File: src/rtl/pc_fetch_pkg.sv
// Shared types and constants for the PC/fetch slice.
// Imported by pc_next_sel and pc_fetch_unit.
package pc_fetch_pkg;

  localparam int          XLEN_DEFAULT = 32;
  localparam logic [31:0] NOP_INSTR    = 32'h0000_0013;
  localparam int          PC_INCR      = 4;

  typedef enum logic [2:0] {
    IDLE,
    REQ,
    WAIT_RSP,
    HOLD,
    FAULT
  } fetch_state_e;

endpackage

File: src/rtl/pc_next_sel.sv
// Combinational next-PC selection: JALR beats branch, which beats PC+4.
// Also flags targets that are not word aligned.
module pc_next_sel
  import pc_fetch_pkg::*;
#(
  parameter int XLEN = XLEN_DEFAULT
) (
  input  logic [XLEN-1:0] instr_pc,
  input  logic [XLEN-1:0] branch_offset,
  input  logic [XLEN-1:0] jalr_target,
  input  logic            branch_take,
  input  logic            jalr_take,
  output logic [XLEN-1:0] next_pc,
  output logic            misaligned
);

  // Sums wrap silently modulo 2^XLEN; JALR clears only bit 0, so bit 1 can still fault.
  always_comb begin
    if (jalr_take) begin
      next_pc = {jalr_target[XLEN-1:1], 1'b0};
    end else if (branch_take) begin
      next_pc = instr_pc + branch_offset;
    end else begin
      next_pc = instr_pc + XLEN'(PC_INCR);
    end
  end

  assign misaligned = |next_pc[1:0];

endmodule

File: src/rtl/pc_fetch_unit.sv
// Program counter and instruction fetch: request/response to imem,
// valid/ready handoff to decode, next-PC update on each handoff.
module pc_fetch_unit
  import pc_fetch_pkg::*;
#(
  parameter int              XLEN     = XLEN_DEFAULT,
  parameter logic [XLEN-1:0] RESET_PC = '0
) (
  input  logic            clk,
  input  logic            rst_n,
  output logic            imem_req_valid,
  output logic [XLEN-1:0] imem_req_addr,
  input  logic            imem_req_ready,
  input  logic            imem_rsp_valid,
  input  logic [31:0]     imem_rsp_data,
  output logic            instr_valid,
  output logic [31:0]     instr,
  output logic [XLEN-1:0] instr_pc,
  input  logic            instr_ready,
  input  logic            branch_take,
  input  logic [XLEN-1:0] branch_offset,
  input  logic            jalr_take,
  input  logic [XLEN-1:0] jalr_target,
  output logic            fetch_fault
);

  fetch_state_e    state, state_nxt;
  logic [XLEN-1:0] pc;
  logic [XLEN-1:0] next_pc;
  logic            misaligned;
  logic            handoff;

  assign handoff = (state == HOLD) && instr_ready;

  pc_next_sel #(.XLEN(XLEN)) u_next_sel (
    .instr_pc      (instr_pc),
    .branch_offset (branch_offset),
    .jalr_target   (jalr_target),
    .branch_take   (branch_take),
    .jalr_take     (jalr_take),
    .next_pc       (next_pc),
    .misaligned    (misaligned)
  );

  always_ff @(posedge clk or negedge rst_n) begin
    if (!rst_n) begin
      state <= IDLE;
    end else begin
      state <= state_nxt;
    end
  end

  always_comb begin
    state_nxt = state;
    case (state)
      IDLE:     state_nxt = REQ;
      REQ:      if (imem_req_ready) state_nxt = WAIT_RSP;
      WAIT_RSP: if (imem_rsp_valid) state_nxt = HOLD;
      HOLD:     if (handoff) state_nxt = misaligned ? FAULT : REQ;
      FAULT:    state_nxt = FAULT;
      default:  state_nxt = IDLE;
    endcase
  end

  always_comb begin
    imem_req_valid = (state == REQ);
    instr_valid    = (state == HOLD);
    fetch_fault    = (state == FAULT);
  end

  assign imem_req_addr = pc;

  // pc takes the new target even when it faults, so the bad address stays visible.
  always_ff @(posedge clk or negedge rst_n) begin
    if (!rst_n) begin
      pc       <= RESET_PC;
      instr    <= NOP_INSTR;
      instr_pc <= RESET_PC;
    end else begin
      if ((state == WAIT_RSP) && imem_rsp_valid) begin
        instr    <= imem_rsp_data;
        instr_pc <= pc;
      end
      if (handoff) begin
        pc <= next_pc;
      end
    end
  end

endmodule

File: config.mk
export PLATFORM = sky130hd
export DESIGN_NAME = pc_fetch_unit
export DESIGN_NICKNAME = d
export VERILOG_FILES = /design/src/rtl/pc_fetch_pkg.sv /design/src/rtl/pc_next_sel.sv /design/src/rtl/pc_fetch_unit.sv
export SDC_FILE = /design/constraint.sdc
export NUM_CORES = 1
export LEC_CHECK = 0
export BUFFER_PORTS_ARGS = -buffer_cell sky130_fd_sc_hd__buf_2
export CELL_PAD_IN_SITES_DETAIL_PLACEMENT = 1
export CELL_PAD_IN_SITES_GLOBAL_PLACEMENT = 2
export CORE_MARGIN = 3
export CORE_UTILIZATION = 33
export DETAILED_ROUTE_END_ITERATION = 6
export PLACE_DENSITY = 0.93
export RECOVER_POWER = 50
export SETUP_SLACK_MARGIN = 0.02
export SLEW_MARGIN = 20
export SYNTH_ARGS = -nofsm -noshare
export SYNTH_HDL_FRONTEND = slang
export SYNTH_SLANG_ARGS = --single-unit
File: constraint.sdc
create_clock -name clk -period 7.1 [get_ports clk]
set_input_delay 1.065 -clock clk [delete_from_list [all_inputs] [get_ports clk]]
set_output_delay 1.065 -clock clk [all_outputs]
set_load 0.03 [all_outputs]
==> results.md <==
- Unique masters post-synth: 60
- Hold path cells: 1
- Post-CTS Repair Setup Buffers: 0
- Cts hold-fix bufs: 0
- Synth Warn #: 0
- Final Hold Viols: 0
- Global-route wire length before repair: 31.4 mm
- Post-DP HPWL: 15.2 mm
- Initial Util: 33.8%
- Vias in the first global route: 5882
- Final Cycle Share: 54.3%
- Setup Crit Path Kind: in2reg
- Design Area, Final: 7770 um2
- FF-to-FF Start: state[0]
- Worst IR Drop VDD: 0.203 mV
- H-tree depth: 3
- Antenna diodes: 0
- Resize count post-CTS: 0
- Routed vias/inst: 5.35
- Leak: 3.49 nW
- Area grow syn2layout: 22.6%
- Die area: 20900 um2
- Yosys reg bits: 99
- Final Skew: 10.8 ps
- Min-delay src: state[2]
- Clk sinks: 99
- 1st-pass router iterations: 4
- WHS Endpoint: state[1]
- Core area: 18800 um2
- Synth Flop Type: dfrtp_1
- Die X-Extent: 145 um
- Die Y: 145 um
- Final worst-path setup slack: 3240 ps
- Synth top area cells: dfrtp_1 38%, mux2_2 11%, ha_1 6.3%, xnor2_1 5.0%, a21oi_1 4.3%
- Max cap viols: 3
- Starting DRC count in detailed routing: 245
- Post-route insts no fill: 1075
- R2R Setup Slk: 3480 ps
- Final ANT Viol Nets: 0
- Max clock buf depth: 2
- I/O pin count: 202
- Place WS: 3140 ps
- CP Max Fanout: 52
- Status: finished with violations
- Crit end category: flop
- Layout Utilization: 41.4%
- GPL Wtd Cong: 0.785
- Worst-path clk slew: 80 ps
- Root buffer cell: clkbuf_16
- WL final: 20.1 mm
- GRT overflow: 0
- Most numerous cell in the Yosys netlist: dfrtp_1
- Drt drc: 0
- Async SR Flop Fraction: 100%
- CTS buffer count: 9
- CTS tree: done
- Placement Rows: 50
- Initial antenna violation count: 0
- Total power: 3.82 mW
- Placement-stage cell area: 7550 um2
- CP Launch Type: primary input
- Hold Crit Class: reg2reg
- Per-cell routed wire length: 18.7 um
- Critical Path RT: 7390 ps
- Final layout net count: 972
- Slew Viols, Final: 135
- Syn Area/Cell: 9.69 um2
- Seq/Total Area, Yosys: 39.1%
- Period minus WS final: 3860 ps
- EDFF count, synth: 0
- Port bufs: 200
- Failing checks: max-capacitance violations, max-slew violations
- Layout cell share with drive strength beyond 1: 28.5%
- Pwr dens: 492 nW/um2
- Synth area leader: dfrtp_1
- Reg-to-Reg End: imem_req_addr[29]
- Hold WS: 502 ps
- Area fraction of the dominant cell type after synthesis: 37.9%
- Worst-Margin Slew: 3160 ps
- Fillers: 2245
- R2R cell count: 6
- Clk_lat worst skew: 360 ps
- Post-Synthesis Cells: 654
- Largest net degree at the start of global routing: 54
- Crit path arrival time: 4140 ps
- Post-Syn Area: 6340 um2
- Upper clock frequency limit: 259 MHz
- RSZ-0062 raised after global routing: no
- Final setup viols: 0
- Setup TNS: 0 ps
- Via count: 5749
- All-Layer GR Usage: 19.1%
- Top post-synthesis cells by count: 96 x dfrtp_1, 64 x mux2_2, 54 x a21oi_1
- Net Count, Synth: 790
- Max-Slew Margin vs Limit: -111%
- Placed insts: 1059
-- where the power goes --
part	total (mW)	leakage [nW]	internal, mW	switching, mW
Sequential	1.12	1.21	0.837	0.285
Combinational	2.18	2.13	0.797	1.38
Clock	0.520	0.154	0.255	0.265
Total	3.82	3.49	1.89	1.93
-- worst max path at each step --
stage | cells past startpoint | end | startpoint | slack [ps]
2_1_floorplan | 12 | imem_req_addr[28] | branch_offset[0] | 3650
4_1_cts | 13 | imem_req_addr[28] | branch_offset[0] | 3520
6_report | 7 | imem_req_addr[29] | instr_ready | 3240
3_5_place_dp | 13 | imem_req_addr[28] | branch_offset[0] | 3140
3_3_place_gp | 13 | imem_req_addr[28] | branch_offset[0] | 3150
5_1_grt | 4 | imem_req_addr[4] | instr_ready | 2800
-- registers in the layout, summed over array words and instances (netlist names) --
name,count
imem_req_addr,32
instr,32
instr_pc,32
state,3
-- cells in the final DEF, fill, tap and decap left out, types with 27 or more instances in the layout --
cell type,instances
buf_2,136
dfrtp_1,96
clkbuf_1,65
mux2_2,64
a21oi_1,54
nand2_1,53
nor2_1,42
xnor2_1,36
ha_1,32
o21ai_1,27
-- routing by layer --
layer,track usage (%),share of wire (%),vias to the layer above
met5,0,0,-
met4,5.35,1.3,0
met3,2.88,4.6,18
met2,32.5,48,153
met1,25.3,46,2820
li1,-,-,2758
-- logic make-up (layout without fill, tap and decap cells) --
| family | after synthesis | after routing | synth area share (%) |
|---|---|---|---|
| buffers and inverters | 45 | 232 | 2.78 |
| adder cells (fa/ha/maj) | 33 | 33 | 6.63 |
| flip-flops | 99 | 99 | 39.1 |
| multiplexers | 70 | 70 | 12.3 |
| XOR/XNOR | 54 | 54 | 7.46 |
| AO/OA/AOI/OAI | 179 | 179 | 18.5 |
| AND/OR/NAND/NOR | 174 | 174 | 13.2 |
-- critical path: stages --
cell,delay [ps]
clkbuf_1,110
nand2_1,90
or2_0,2280
nand2_1,180
o211ai_1,230
a31oi_1,70
o21ai_1,110
-- area by class of cell --
class / instances / area [um2] / share of cell area (%)
multi-input combinational: 510 / 3680 / 47.4
tap: 234 / 293 / 3.77
timing repair buffer: 206 / 962 / 12.4
sequential: 99 / 2480 / 31.9
clock buffer: 9 / 225 / 2.90
clock inverter: 7 / 93.8 / 1.21
inverter: 10 / 37.5 / 0.483
(Power assumes the default switching activity.)
